==> config.mk <==
export PLATFORM = sky130hd
export DESIGN_NAME = alu_result_stage
export DESIGN_NICKNAME = d
export VERILOG_FILES = /design/src/rtl/alu_result_stage.sv
export SDC_FILE = /design/constraint.sdc
export NUM_CORES = 1
export LEC_CHECK = 0
export CAP_MARGIN = 10
export CORE_MARGIN = 2
export CORE_UTILIZATION = 48
export DETAILED_ROUTE_END_ITERATION = 10
export GPL_TIMING_DRIVEN = 1
export PLACE_DENSITY = 0.92
export SETUP_SLACK_MARGIN = 0.1
export SLEW_MARGIN = 20
export SYNTH_ARGS = -nofsm -noshare
export SYNTH_HDL_FRONTEND = slang
export SYNTH_SLANG_ARGS = --single-unit
export TNS_END_PERCENT = 100
==> constraint.sdc <==
create_clock -name clk -period 1.85 [get_ports clk]
set_input_delay 0.37 -clock clk [delete_from_list [all_inputs] [get_ports clk]]
set_output_delay 0.37 -clock clk [all_outputs]
set_load 0.005 [all_outputs]
==> src/rtl/alu_result_stage.sv <==
// alu_result_stage: EX->MEM pipeline register directly behind the ALU.
// Captures result and control, resolves conditional branches from the ALU
// zero/sign flags, and buffers up to two entries (main + skid) so that MEM
// back-pressure never reaches EX combinationally.
//
// Handshake: a transfer happens on a rising edge where valid and ready are
// both high. A producer holding valid keeps its payload stable until that
// edge. in_ready comes straight from a flop. out_* is stable while
// out_valid is high and out_ready is low.
module alu_result_stage #(
    parameter int DATA_W = 32,
    parameter int RD_W   = 5
) (
    input  logic              clk,
    input  logic              rst_n,
    input  logic              in_valid,
    output logic              in_ready,
    input  logic [DATA_W-1:0] alu_out,
    input  logic              alu_z,
    input  logic              alu_f,
    input  logic [2:0]        br_type,
    input  logic [DATA_W-1:0] br_target,
    input  logic [RD_W-1:0]   rd_addr,
    input  logic              reg_write,
    input  logic              mem_read,
    input  logic              mem_write,
    input  logic [DATA_W-1:0] store_data,
    input  logic              flush,
    output logic              out_valid,
    input  logic              out_ready,
    output logic [DATA_W-1:0] out_result,
    output logic [RD_W-1:0]   out_rd,
    output logic              out_reg_write,
    output logic              out_mem_read,
    output logic              out_mem_write,
    output logic [DATA_W-1:0] out_store_data,
    output logic              redirect_valid,
    output logic [DATA_W-1:0] redirect_pc,
    output logic [31:0]       retired_cnt,
    output logic [1:0]        dbg_state
);

    typedef enum logic [1:0] {
        ST_EMPTY = 2'd0,
        ST_ONE   = 2'd1,
        ST_FULL  = 2'd2
    } state_t;

    typedef struct packed {
        logic [DATA_W-1:0] result;
        logic [RD_W-1:0]   rd;
        logic              reg_write;
        logic              mem_read;
        logic              mem_write;
        logic [DATA_W-1:0] store_data;
    } entry_t;

    localparam logic [2:0] BR_NONE = 3'd0;
    localparam logic [2:0] BR_BEQ  = 3'd1;
    localparam logic [2:0] BR_BNE  = 3'd2;
    localparam logic [2:0] BR_BLTZ = 3'd3;
    localparam logic [2:0] BR_BGEZ = 3'd4;
    localparam logic [2:0] BR_BLEZ = 3'd5;
    localparam logic [2:0] BR_BGTZ = 3'd6;
    localparam logic [2:0] BR_JUMP = 3'd7;

    state_t            r_state;
    state_t            w_state_nxt;
    logic              r_in_ready;
    entry_t            r_main;
    entry_t            r_skid;
    entry_t            w_in_entry;
    logic              r_redirect_valid;
    logic [DATA_W-1:0] r_redirect_pc;
    logic [31:0]       r_retired_cnt;

    logic              w_accept;
    logic              w_handoff;
    logic              w_taken;
    logic              w_redirect;
    logic              w_load_main_in;
    logic              w_load_main_skid;
    logic              w_load_skid;

    assign w_accept   = in_valid & r_in_ready;
    assign w_handoff  = (r_state != ST_EMPTY) & out_ready;
    assign w_redirect = w_accept & w_taken & ~flush;

    // Incoming entry; writes to r0 are dropped here so MEM/WB never see them.
    always_comb begin
        w_in_entry            = '0;
        w_in_entry.result     = alu_out;
        w_in_entry.rd         = rd_addr;
        w_in_entry.reg_write  = reg_write & (rd_addr != '0);
        w_in_entry.mem_read   = mem_read;
        w_in_entry.mem_write  = mem_write;
        w_in_entry.store_data = store_data;
    end

    // Branch resolution from the ALU flags of the entry being accepted.
    always_comb begin
        w_taken = 1'b0;
        case (br_type)
            BR_NONE: w_taken = 1'b0;
            BR_BEQ:  w_taken = alu_z;
            BR_BNE:  w_taken = ~alu_z;
            BR_BLTZ: w_taken = alu_f;
            BR_BGEZ: w_taken = ~alu_f;
            BR_BLEZ: w_taken = alu_z | alu_f;
            BR_BGTZ: w_taken = ~alu_z & ~alu_f;
            BR_JUMP: w_taken = 1'b1;
            default: w_taken = 1'b0;
        endcase
    end

    // Occupancy next-state and register load enables; flush overrides all.
    always_comb begin
        w_state_nxt      = r_state;
        w_load_main_in   = 1'b0;
        w_load_main_skid = 1'b0;
        w_load_skid      = 1'b0;
        case (r_state)
            ST_EMPTY: begin
                if (w_accept) begin
                    w_state_nxt    = ST_ONE;
                    w_load_main_in = 1'b1;
                end
            end
            ST_ONE: begin
                if (w_accept && !w_handoff) begin
                    w_state_nxt = ST_FULL;
                    w_load_skid = 1'b1;
                end else if (w_handoff && !w_accept) begin
                    w_state_nxt = ST_EMPTY;
                end else if (w_accept && w_handoff) begin
                    w_load_main_in = 1'b1;
                end
            end
            ST_FULL: begin
                if (w_handoff) begin
                    w_state_nxt      = ST_ONE;
                    w_load_main_skid = 1'b1;
                end
            end
            default: w_state_nxt = ST_EMPTY;
        endcase
        if (flush) begin
            w_state_nxt      = ST_EMPTY;
            w_load_main_in   = 1'b0;
            w_load_main_skid = 1'b0;
            w_load_skid      = 1'b0;
        end
    end

    // State register and registered ready (low only while both slots are held).
    always_ff @(posedge clk or negedge rst_n) begin
        if (!rst_n) begin
            r_state    <= ST_EMPTY;
            r_in_ready <= 1'b0;
        end else begin
            r_state    <= w_state_nxt;
            r_in_ready <= (w_state_nxt != ST_FULL);
        end
    end

    // Main and skid data registers; main feeds the MEM-facing outputs.
    always_ff @(posedge clk or negedge rst_n) begin
        if (!rst_n) begin
            r_main <= '0;
            r_skid <= '0;
        end else begin
            if (w_load_main_in) begin
                r_main <= w_in_entry;
            end else if (w_load_main_skid) begin
                r_main <= r_skid;
            end
            if (w_load_skid) begin
                r_skid <= w_in_entry;
            end
        end
    end

    // One-cycle redirect pulse; the target is held until the next redirect.
    always_ff @(posedge clk or negedge rst_n) begin
        if (!rst_n) begin
            r_redirect_valid <= 1'b0;
            r_redirect_pc    <= '0;
        end else begin
            r_redirect_valid <= w_redirect;
            if (w_redirect) begin
                r_redirect_pc <= br_target;
            end
        end
    end

    // Retired counter: one per handoff, including a handoff in a flush cycle.
    always_ff @(posedge clk or negedge rst_n) begin
        if (!rst_n) begin
            r_retired_cnt <= '0;
        end else if (w_handoff) begin
            r_retired_cnt <= r_retired_cnt + 32'd1;
        end
    end

    assign in_ready       = r_in_ready;
    assign out_valid      = (r_state != ST_EMPTY);
    assign out_result     = r_main.result;
    assign out_rd         = r_main.rd;
    assign out_reg_write  = r_main.reg_write;
    assign out_mem_read   = r_main.mem_read;
    assign out_mem_write  = r_main.mem_write;
    assign out_store_data = r_main.store_data;
    assign redirect_valid = r_redirect_valid;
    assign redirect_pc    = r_redirect_pc;
    assign retired_cnt    = r_retired_cnt;
    assign dbg_state      = r_state;

endmodule

== Word-level counts from Yosys, hierarchy flattened ==
Cells that the tools add are included.

* Register bits: 212
* Output and inout bits: 141
* Logic and storage cells: 69

* Add/sub/neg operators: 1
* Eq/ne operators: 10
* Mux-type cells: 21
* Bitwise gates (word level): 10
* Reduce and logical (&&, ||, !) cells: 10

{| class="wikitable"
|+ Operators with widths
! kind !! count
|-
| $mux 72 || 2
|-
| $add 32x1->32 const B || 1
|-
| $eq 3x3->1 const B || 4
|-
| $mux 1 || 11
|-
| $mux 2 || 5
|-
| $pmux 1 s8 || 1
|-
| $and 1x1->1 || 6
|-
| $eq 3x2->1 const B || 2
|-
| $pmux 2 s3 || 1
|-
| $reduce_bool 5->1 || 1
|-
| $reduce_bool 2->1 || 2
|-
| $eq 3x1->1 const B || 1
|-
| $logic_and 1x1->1 || 3
|-
| $logic_not 3->1 || 1
|-
| $not 1->1 || 3
|-
| $eq 2x1->1 const B || 1
|-
| $eq 2x2->1 const B || 1
|-
| $logic_not 1->1 || 2
|-
| $logic_not 2->1 || 1
|-
| $ne 2x2->1 const B || 1
|-
| $pmux 1 s2 || 1
|-
| $or 1x1->1 || 1
|}

== Longest topological paths before layout ==
Gate-level depths: netlist of run 1.

* Word-level depth: 9
* Mapped depth: 7
* Mapped depth without buffers: 4

== Worst setup path before layout of run 1 ==
No wires, ideal clock.

* Kind: flip-flop to flip-flop
* Start: register r_state[0], in the netlist dbg_state[0]
* End: register r_skid[0] (netlist bit)
* Setup time: 125 ps
* Data arrival time: 1558 ps
* Data required time: 1725 ps
* Setup slack: 167 ps
* Stages on the path, launching flop included: 6
* Buffers on the path: 2
* Clock period less this slack: 1683 ps
* Cell sequence: dfrtp_1 > nor2b_4 > or3b_1 > buf_6 > buf_12 > mux2_4

* Cells in the longest elaborated chain, start to end: 7
* Elaborated cells on any way between the ends: 8
* Classes of those cells: eq/ne: 1; mux: 3; bitwise: 1; reduce/logical: 3

{| class="wikitable"
|+ Ends and longest elaborated chain
! element !! RTL line !! text
|-
| start: declaration || 67 || <nowiki>state_t r_state;</nowiki>
|-
| start signal: assignment || 161 || <nowiki>r_state <= w_state_nxt;</nowiki>
|-
| $reduce_bool 2->1 || 86 || <nowiki>assign w_handoff = (r_state != ST_EMPTY) & out_ready;</nowiki>
|-
| $and 1x1->1 || 86 ||
|-
| $logic_not 1->1 || 130 || <nowiki>if (w_accept && !w_handoff) begin</nowiki>
|-
| $logic_and 1x1->1 || 130 ||
|-
| $mux 1 || 130 ||
|-
| $mux 1 * || 122 || <nowiki>case (r_state)</nowiki>
|-
| $mux 1 * || 147 || <nowiki>if (flush) begin</nowiki>
|-
| end signal: assignment || 178 || <nowiki>r_skid <= w_in_entry;</nowiki>
|-
| end: declaration || 71 || <nowiki>entry_t r_skid;</nowiki>
|}

Every way passes the cells marked *; elsewhere a longest branch is shown, timed or not.
A chain may end at the register's enable or synchronous reset.

== Worst setup path after layout of run 1 ==
* Start: register r_in_ready, in the netlist in_ready
* End: register r_main, in the netlist out_store_data[26]

* Cells in the longest elaborated chain, start to end: 8
* Elaborated cells on any way between the ends: 13
* Classes of those cells: mux: 7; bitwise: 1; reduce/logical: 5

{| class="wikitable"
|+ Ends and longest elaborated chain
! element !! RTL line !! text
|-
| start: declaration || 69 || <nowiki>logic r_in_ready;</nowiki>
|-
| start signal: assignment || 162 || <nowiki>r_in_ready <= (w_state_nxt != ST_FULL);</nowiki>
|-
| $and 1x1->1 * || 85 || <nowiki>assign w_accept = in_valid & r_in_ready;</nowiki>
|-
| $logic_and 1x1->1 / $logic_not 1->1 (equally long branches) || 135, 133 ||
|-
| $mux 1 / $logic_and 1x1->1 (equally long branches) || 135, 133 ||
|-
| $mux 1 || 133 || <nowiki>end else if (w_handoff && !w_accept) begin</nowiki>
|-
| $mux 1 || 130 ||
|-
| $pmux 1 s2 * || 122 ||
|-
| $mux 1 * || 147 ||
|-
| $mux 72 / $reduce_bool 2->1 (equally long branches) || n/a ||
|-
| end signal: assignment || 173 || <nowiki>r_main <= w_in_entry;</nowiki>
|-
| end signal: assignment || 175 || <nowiki>r_main <= r_skid;</nowiki>
|-
| end: declaration || 70 || <nowiki>entry_t r_main;</nowiki>
|}

Marked as above.

==> results of run 1 <==
worst max path at each step:
stage | end | slack, ns | startpoint | cells past startpoint
floorplan | r_skid[0] | 0.17 | dbg_state[0] | 5
finish | out_store_data[26] | 0.05 | in_ready | 7
detailed placement | redirect_pc[16] | -0.52 | br_type[1] | 6
global placement | redirect_pc[30] | -0.46 | br_type[1] | 6
global route | out_store_data[26] | 0.009 | in_ready | 7
CTS | out_valid | 0.03 | dbg_state[0] | 3
metrics by stage:
stage          area, um2  instances
2_1_floorplan       9258        695
3_3_place_gp       12380       1215
3_5_place_dp       12380       1215
4_1_cts            13460       1298
5_1_grt            14040       1319
6_report           14050       1320
cell families after synthesis:
kind of cell | after synthesis | share of synthesized area (%)
AND/OR/NAND/NOR | 149 | 8.231
buffers and inverters | 45 | 3.581
adder cells (fa/ha/maj) | 1 | 0.1351
AO/OA/AOI/OAI | 80 | 4.501
XOR/XNOR | 31 | 2.933
flip-flops | 212 | 57.31
multiplexers | 177 | 23.31
area by class of cell:
| class | instances | area (um2) | share of cell area, % |
|---|---|---|---|
| diodes | 1 | 2.502 | 0.01781 |
| clock buffers | 37 | 728.2 | 5.184 |
| clock inverters | 4 | 70.07 | 0.4988 |
| inverters | 6 | 22.52 | 0.1603 |
| multi-input cells | 439 | 3724 | 26.51 |
| flip-flops and latches | 212 | 5313 | 37.82 |
| well taps | 260 | 325.3 | 2.316 |
| repair buffers | 361 | 3862 | 27.50 |
Yosys cell counts, drive strengths merged, types with 3 or more instances:
library cell,instances
dfrtp,212
mux2,105
nor2,77
a21oi,72
mux2i,72
buf,30
xor2,17
nand2,14
xnor2,14
nand4,12
nor3,10
clkbuf,9
nor4,9
and4,7
inv,6
nand3,5
and3,3
metal layers:
layer	vias up	global-route usage (%)	routed length, um	share of wire [%]
met4	0	6.462	852	3.2
met3	68	4.125	1468	5.5
met1	3558	30.31	10790	40
met5	-	0	0	0
met2	270	40.89	13670	51
li1	3145	-	-	-
flip-flops by register name, indices dropped and copies added, names as in the netlist, 2 cells and up:
register / cells
dbg_state: 2
out_result: 32
r_skid: 72
redirect_pc: 32
retired_cnt: 32
out_store_data: 32
out_rd: 5
timing repair:
item | CTS | global route
hold buffers | 1 | 0
cloned | 1 | 11
gates resized for setup | 82 | 98
hold endpoints to repair | 34 | 0
pin swaps | 1 | 4
setup buffers | 40 | 10
endpoints found under the setup margin | 134 | 226
worst register-to-register path, stage by stage (launching register included):
cell and delay, ns:
dfrtp_1 0.39, buf_6 0.12, nand3b_4 0.09, buf_6 0.14, or3_4 0.51, clkbuf_16 0.24
nor2_1 0.14, a21oi_1 0.07
power breakdown:
part           internal, mW  switching, mW  total (mW)  leakage [nW]
combinational          2.19           1.22        3.41          3.97
clock                  2.95           1.83        4.78         0.396
sequential             5.66          0.625        6.29          2.51
total                  10.8           3.67        14.5          6.88
==> reports/qor.txt, run 1 <==
Die Ht -> 142.9 um
static leakage power -> 6.877 nW
clock buffer depth -> 3
Slew Limit Fails -> 0
Fillers -> 1,084
routed length per instance -> 20.29 um
count of port buffers added during placement -> 254
Final Critical Period -> 1.800 ns
layout cells sized above 1 -> 26.82%
Worst Hold Depth -> 2
RSZ-0062 raised after global routing -> true
GR Util All Layers -> 23.47%
drt via density -> 5.334
pwr dens -> 1031 nW/um2
HPWL Detailed -> 15,650 um
Critical Path Most Common Cell -> buf_6
CTS Buf Count -> 23
Tightest Hold Check Type -> primary input to register
sequential-to-total area share from yosys stat -> 57.31%
post-layout util -> 74.60%
CP Data Required Time -> 2.23 ns
CTS tree -> built
TritonCTS Sinks -> 212
pin count of the biggest net entering global routing -> 54
die area -> 20,410 um2
clk slew on worst S/H paths -> 0.06 ns
Final TNS setup -> 0 ns
Nets -> 1,158
syn_area_per_cell -> 13.32 um2
outcome -> finished clean
Synth-to-Final Area Change -> 51.74%
Max stage delay on crit path -> 0.51 ns
Vias -> 7,041
crit path kind -> register to register
critical path fanouts, max -> 10
Worst VDD drop -> 0.8928 mV
Worst Skew -> 0.009826 ns
Root Driver -> clkbuf_16
TritonRoute pass-1 iters -> 4
Synth area leaders -> dfrtp_1 (57%), mux2_4 (11%), mux2i_1 (7.8%)
Yosys warning total -> 0
number of flops mapped to enable cells by yosys -> 0
Relative slew margins -> 71.62%
vias in the first global route -> 7,028
Cell Rows -> 50
predominant post-synthesis flop cell -> dfrtp_1
CP Data Arrival Time -> 2.18 ns
Top Family by Delay on Critical Path -> simple AND/OR/NAND/NOR gates
Startpoint Class -> register
DRC violations left -> 0
Min Hold Slack -> 0.2477 ns
# IOs -> 255
Register-to-Register Path Depth -> 7
Syn Inst Count -> 695
Tightest Pin Transition -> 0.4231 ns
critical-path cell list -> buf_6 -> nand3b_4 -> buf_6 -> or3_4 -> clkbuf_16 -> nor2_1 -> a21oi_1
Yosys top cell by area -> dfrtp_1
Cell Area, Synth -> 9258 um2
area share of the largest cell type after synthesis -> 57.31%
Worst Setup Slack, final -> 0.05017 ns
Skew-Pair Late Insertion Delay -> 0.50 ns
CTS H-tree lvls -> 1
commonest cells after routing, fill and taps aside -> dfrtp_1 (206), clkdlybuf4s50_1 (120), mux2i_1 (71), a21oi_1 (71), buf_4 (70)
Synth Register Bits -> 212
initial core utilization -> 49.16%
FF-to-FF setup slack -> 0.05 ns
antenna violations before repair -> 1
period utilization -> 97.29%
Critical path buffers and inverters -> 3
GPL Wtd Cong -> 0.8273
Slowest cell on crit path -> or3_4
most common cell after layout, fill and taps aside -> dfrtp_1
total grt overflow -> 0
Final Hold Fails -> 0
Post-synth ARST share -> 100.0%
drt initial violations -> 263
RR Startpoint -> in_ready
worst flop-to-flop path endpoint -> out_store_data[26]
fmax -> 555.6 MHz
crit path capture type -> register
Die W -> 142.9 um
hold_sp -> out_ready
setup violators final -> 0
DP Worst Slack -> -0.5159 ns
Max Cap Viol -> 0
Core ar. -> 18,830 um2
first-pass GRT wire length -> 37,800 um
total power -> 14.48 mW
final wirelength -> 26,780 um
Worst Hold End -> dbg_state[1]
Synthesized Nets -> 810
remaining antenna violation count -> 0
count of cell types in the netlist -> 42
No activity file was read; power rests on OpenSTA's default activity.
==> inputs of run 2 (changes only) <==
--- a/config.mk
+++ b/config.mk
@@ -10,10 +10,11 @@
 export CORE_UTILIZATION = 48
 export DETAILED_ROUTE_END_ITERATION = 10
 export GPL_TIMING_DRIVEN = 1
+export HOLD_SLACK_MARGIN = 0.03
 export PLACE_DENSITY = 0.92
 export SETUP_SLACK_MARGIN = 0.1
 export SLEW_MARGIN = 20
 export SYNTH_ARGS = -nofsm -noshare
 export SYNTH_HDL_FRONTEND = slang
 export SYNTH_SLANG_ARGS = --single-unit
-export TNS_END_PERCENT = 100
+export TNS_END_PERCENT = 5
==> run 2 against run 1 <==
Compared with the run above:
- setup slack improved by 0.028 ns
- clock power decreased by 1%
- clock skew decreased by 0.0026 ns
- sequential power about the same
- non-clock buffer count decreased by 53
- sequential share of layout area increased by 2.4 points
- final area decreased by 6.0%
- largest cell class unchanged
==> reports/qor.txt, run 2 (synthesized netlist as in run 1, its figures left out) <==
outcome -> finished clean
Final Hold Fails -> 0 (unchanged)
GPL Wtd Cong -> 0.8273 (unchanged)
CTS tree -> built
Top reg by flops -> r_skid
TritonRoute pass-1 iters -> 4 (unchanged)
critical path fanouts, max -> 5 (-5)
antenna violations before repair -> 1 (unchanged)
FF-to-FF setup slack -> 0.11 ns (+0.06 ns)
DP Worst Slack -> -0.5159 ns (unchanged)
pin count of the biggest net entering global routing -> 78 (+44%)
Max Cap Viol -> 0 (unchanged)
CTS H-tree lvls -> 1 (unchanged)
worst flop-to-flop path endpoint -> r_skid[28]
final wirelength -> 22,900 um (-14%)
Synth-to-Final Area Change -> 42.70%
Die Ht -> 142.9 um (unchanged)
count of port buffers added during placement -> 254 (unchanged)
Worst Hold End -> dbg_state[1]
Critical path buffers and inverters -> 1 (-2)
Vias -> 6,543 (-7.1%)
fmax -> 564.3 MHz (+1.6%)
Startpoint Class -> register
remaining antenna violation count -> 0 (unchanged)
Core ar. -> 18,830 um2 (unchanged)
total grt overflow -> 0 (unchanged)
period utilization -> 95.79% (-1.5 points)
GR Util All Layers -> 22.33% (-1.1 points)
Worst Hold Depth -> 2 (unchanged)
DRC violations left -> 0 (unchanged)
initial core utilization -> 49.16% (unchanged)
Tightest Pin Transition -> 0.4402 ns (+0.01708 ns)
total power -> 14.13 mW (-2.4%)
RR Startpoint -> dbg_state[1]
cell area after layout -> 13,210 um2 (-6.0%)
routed length per instance -> 18.09 um (-11%)
Slew Limit Fails -> 0 (unchanged)
Slowest cell on crit path -> clkdlybuf4s50_1
# IOs -> 255 (unchanged)
Worst VDD drop -> 0.8808 mV (-1.3%)
hold_sp -> out_ready
Tightest Hold Check Type -> primary input to register
CP Data Arrival Time -> 1.40 ns (-0.78 ns)
commonest cells after routing, fill and taps aside -> dfrtp_1 (206), clkdlybuf4s50_1 (169), dlygate4sd2_1 (82), nor2_1 (77), a21oi_1 (72)
Max stage delay on crit path -> 0.51 ns (about the same)
Worst Setup Slack, final -> 0.07784 ns (+0.02768 ns)
CP Data Required Time -> 1.48 ns (-0.75 ns)
static leakage power -> 5.965 nW (-13%)
vias in the first global route -> 6,794 (-3.3%)
most common cell after layout, fill and taps aside -> dfrtp_1
drt initial violations -> 231 (-12%)
TritonCTS Sinks -> 212 (unchanged)
die area -> 20,410 um2 (unchanged)
Top Family by Delay on Critical Path -> buffers and inverters
pwr dens -> 1070 nW/um2 (+3.8%)
placed instance count -> 1,215 (unchanged)
Die W -> 142.9 um (unchanged)
Worst Skew -> 0.007270 ns (-0.002556 ns)
clock buffer depth -> 3 (unchanged)
HPWL Detailed -> 15,650 um (unchanged)
Relative slew margins -> 70.47% (-1.1 points)
critical-path cell list -> clkdlybuf4s50_1
clk slew on worst S/H paths -> 0.06 ns (about the same)
drt via density -> 5.168 (-3.1%)
non-filler instance count after layout -> 1,266 (-4.1%)
crit path capture type -> output pin
layout cells sized above 1 -> 21.49% (-5.3 points)
RSZ-0062 raised after global routing -> true
post-layout util -> 70.15% (-4.4 points)
max FFs per register -> 72 (unchanged)
crit path kind -> register to output pin
setup violators final -> 0 (unchanged)
Cell Rows -> 50 (unchanged)
Skew-Pair Late Insertion Delay -> 0.50 ns (about the same)
Register-to-Register Path Depth -> 4 (-3)
Nets -> 1,104 (-4.7%)
Root Driver -> clkbuf_16
Final Critical Period -> 1.772 ns (-0.02768 ns)
CTS Buf Count -> 23 (unchanged)
dpl cell area -> 12,380 um2 (unchanged)
first-pass GRT wire length -> 36,140 um (-4.4%)
[run 2: cell types whose count changed in the layout (fill, tap and decap cells not counted), sizes merged]
cell / delta
dlygate4sd2: +16
dlymetal6s2s: -65
buf: -45
clkbuf: -8
clkdlybuf4s50: +49
or3: -1
[run 2: worst max-delay path by stage]
stage               depth (start not counted)               to             from
floorplan                                   5        r_skid[0]     dbg_state[0]
global placement                            6  redirect_pc[30]       br_type[1]
detailed placement                          6  redirect_pc[16]       br_type[1]
CTS                                         1  retired_cnt[17]  retired_cnt[17]
global route                                1  retired_cnt[17]  retired_cnt[17]
finish                                      1  retired_cnt[17]  retired_cnt[17]
[run 2: per-layer routing]
layer / vias up / wire length, um / GRT usage (%) / part of all wire [%]
met5: - / 0 / 0 / 0
met4: 0 / 629 / 6.357 / 2.7
met3: 51 / 1223 / 4.225 / 5.3
met2: 210 / 11850 / 38.97 / 52
met1: 3259 / 9192 / 28.51 / 40
li1: 3023 / - / - / -
[run 2: stage by stage]
step	TNS, ns	hold slack [ns]
5_1_grt	0	0.3563
3_5_place_dp	-68.80	0.3178
3_3_place_gp	-60.89	0.3129
4_1_cts	0	0.3141
2_1_floorplan	0	0.07441
6_report	0	0.3395
[run 2: cell type report]
cell class | instances | area (um2)
timing repair buffer | 308 | 3079
fill | 1250 | 5620
inverter | 6 | 22.52
multi-input combinational | 438 | 3670
tap | 260 | 325.3
sequential | 212 | 5313
antenna | 1 | 2.502
clock buffer | 37 | 728.2
clock inverter | 4 | 70.07
[run 2: report_power, final]
group	total (mW)	switching, mW	internal, mW	leakage (nW)
clock	4.71	1.75	2.95	0.396
sequential	6.30	0.638	5.66	2.51
combinational	3.12	1.06	2.06	3.06
total	14.1	3.45	10.7	5.96
[run 2: timing repair]
| item | 4_1_cts | 5_1_grt |
|---|---|---|
| setup endpoints to repair | 134 | 141 |
| buffers inserted | 7 | 1 |
| cloned | 0 | 0 |
| hold buffers | 1 | 0 |
| pin swaps | 2 | 3 |
| gates resized for setup | 99 | 7 |
| endpoints found under the hold margin | 34 | 0 |
==> inputs of run 3 (changes only) <==
--- a/config.mk
+++ b/config.mk
@@ -8,6 +8,7 @@
 export CAP_MARGIN = 10
 export CORE_MARGIN = 2
 export CORE_UTILIZATION = 48
+export CTS_CLUSTER_SIZE = 24
 export DETAILED_ROUTE_END_ITERATION = 10
 export GPL_TIMING_DRIVEN = 1
 export HOLD_SLACK_MARGIN = 0.03
==> constraint.sdc (replaced) <==
create_clock -name clk -period 1.9 [get_ports clk]
set_input_delay 0.38 -clock clk [delete_from_list [all_inputs] [get_ports clk]]
set_output_delay 0.38 -clock clk [all_outputs]
set_load 0.005 [all_outputs]
==> run 3 against run 2 <==
Compared with the run above:
- die area did not move
- flip-flop and latch count is the same
- global-route usage fell by 0.49 points
- sequential share of layout area down 0.31 points
- hold slack gained 0.043 ns
- largest power group unchanged
- largest cell class unchanged
- highest routed layer unchanged
- count of clock-buffer cells in the layout shrank 3
- register-to-register slack about the same
- setup slack lost 0.028 ns
==> reports/qor.txt, run 3 (synthesized netlist as in run 1, its figures left out) <==
outcome -> finished clean
most common cell after layout, fill and taps aside -> clkdlybuf4s50_1
Worst Skew -> 0.01012 ns (+0.002846 ns)
# IOs -> 255 (unchanged)
CP Data Arrival Time -> 1.47 ns (+0.07 ns)
CP startpoint -> retired_cnt[12]
antenna violations before repair -> 1 (unchanged)
TritonCTS Sinks -> 212 (unchanged)
Startpoint Class -> register
RSZ-0062 raised after global routing -> true
TritonRoute pass-1 iters -> 4 (unchanged)
Skew-Pair Late Insertion Delay -> 0.50 ns (about the same)
Tightest Pin Transition -> 0.4205 ns (-0.01973 ns)
dpl cell area -> 12,390 um2 (about the same)
crit path capture type -> output pin
Top reg by flops -> r_skid
DR WL met3 -> 1089 um (-11%)
count of port buffers added during placement -> 254 (unchanged)
Core ar. -> 18,830 um2 (unchanged)
pin count of the biggest net entering global routing -> 75 (-3.8%)
critical-path cell list -> clkdlybuf4s50_1
Min Hold Slack -> 0.3830 ns (+0.04349 ns)
Final Critical Period -> 1.850 ns
Register-to-Register Path Depth -> 7 (+3)
Worst VDD drop -> 0.8969 mV (+1.8%)
layout cells sized above 1 -> 21.67% (+0.18 points)
pwr dens -> 1040 nW/um2 (-2.8%)
total power -> 13.86 mW (-1.9%)
Nets -> 1,106 (+0.18%)
Slew Limit Fails -> 0 (unchanged)
clk slew on worst S/H paths -> 0.06 ns (about the same)
Vias -> 6,505 (-0.58%)
HPWL Detailed -> 15,790 um (+0.92%)
post-layout util -> 70.78% (+0.63 points)
Final TNS setup -> 0 ns (unchanged)
static leakage power -> 5.808 nW (-2.6%)
DRC violations left -> 0 (unchanged)
cell area after layout -> 13,330 um2 (+0.90%)
Root Driver -> clkbuf_16
CTS H-tree lvls -> 1 (unchanged)
final wirelength -> 22,710 um (-0.83%)
drt initial violations -> 178 (-23%)
Slowest cell on crit path -> clkdlybuf4s50_1
vias in the first global route -> 6,872 (+1.1%)
CTS Buf Count -> 23 (unchanged)
Final Hold Fails -> 0 (unchanged)
crit path kind -> register to output pin
commonest cells after routing, fill and taps aside -> clkdlybuf4s50_1 (250), dfrtp_1 (201), nor2_1 (77), mux2i_1 (72), a21oi_1 (72)
period utilization -> 97.38%
first-pass GRT wire length -> 35,560 um (-1.6%)
non-filler instance count after layout -> 1,267 (+0.079%)
fmax -> 540.5 MHz
setup violators final -> 0 (unchanged)
die area -> 20,410 um2 (unchanged)
Worst Setup Slack, final -> 0.04970 ns (-0.02815 ns)
Tightest Hold Check Type -> primary input to asynchronous set/reset pin
routed length per instance -> 17.92 um (-0.91%)
max FFs per register -> 72 (unchanged)
critical path fanouts, max -> 5 (unchanged)
GR Util All Layers -> 21.84% (-0.49 points)
Fillers -> 1,229 (-1.7%)
GPL Wtd Cong -> 0.8232 (-0.50%)
RR Startpoint -> dbg_state[0]
Die Ht -> 142.9 um (unchanged)
top sig layer -> met4
DR WL met2 -> 11,730 um (-1.0%)
Cell Rows -> 50 (unchanged)
initial core utilization -> 49.16% (unchanged)
FF-to-FF setup slack -> 0.11 ns (about the same)
placed instance count -> 1,213 (-0.16%)
Relative slew margins -> 71.97% (+1.5 points)
drt via density -> 5.134 (-0.66%)
clock buffer depth -> 3 (unchanged)
Sequential Area -> 5319 um2 (+0.12%)
Max Cap Viol -> 0 (unchanged)
Top Family by Delay on Critical Path -> buffers and inverters
CP Data Required Time -> 1.52 ns (+0.04 ns)
CTS tree -> built
Die W -> 142.9 um (unchanged)
Metal-1 WL -> 9484 um (+3.2%)
DP Worst Slack -> -0.3894 ns (+0.1265 ns)
remaining antenna violation count -> 0 (unchanged)
total grt overflow -> 0 (unchanged)
Critical path buffers and inverters -> 1 (unchanged)
Max stage delay on crit path -> 0.54 ns (+0.03 ns)
multi-input combinational cell area -> 3654 um2 (-0.44%)
worst flop-to-flop path endpoint -> out_result[1]
Synth-to-Final Area Change -> 43.98%
run 3: power by group:
| group | internal [mW] | total, mW | switching (mW) |
|---|---|---|---|
| clock | 2.77 | 4.53 | 1.76 |
| combinational | 2.18 | 3.19 | 1.01 |
| sequential | 5.52 | 6.14 | 0.627 |
run 3: area by class of cell:
type	count	share of cell area, %
tap	260	2.441
sequential	212	39.90
inverter	6	0.1690
antenna	1	0.01877
clock buffer	34	5.153
timing repair buffer	310	24.26
clock inverter	6	0.6477
multi-input combinational	438	27.41
run 3: repair_timing:
item / 4_1_cts / 5_1_grt
endpoints found under the setup margin: 34 / 118
resized for setup: 11 / 9
gates cloned: 0 / 1
hold buffers: 1 / 0
setup buffers: 3 / 8
endpoints found under the hold margin: 39 / 0
pin swaps: 0 / 2
run 3: metal layers:
layer	vias up	GRT usage, %
met1	3249	28.18
met4	0	5.107
met5	-	0
met3	30	3.655
li1	3033	-
met2	193	38.69
run 3: how the worst max path moves through the flow:
| stage | end | cells past startpoint |
|---|---|---|
| final | retired_cnt[12] | 1 |
| after global routing | out_valid | 3 |
| after CTS | retired_cnt[20] | 1 |
| after detailed placement | redirect_pc[23] | 6 |
| after global placement | redirect_pc[1] | 6 |
| after floorplan | r_skid[0] | 5 |
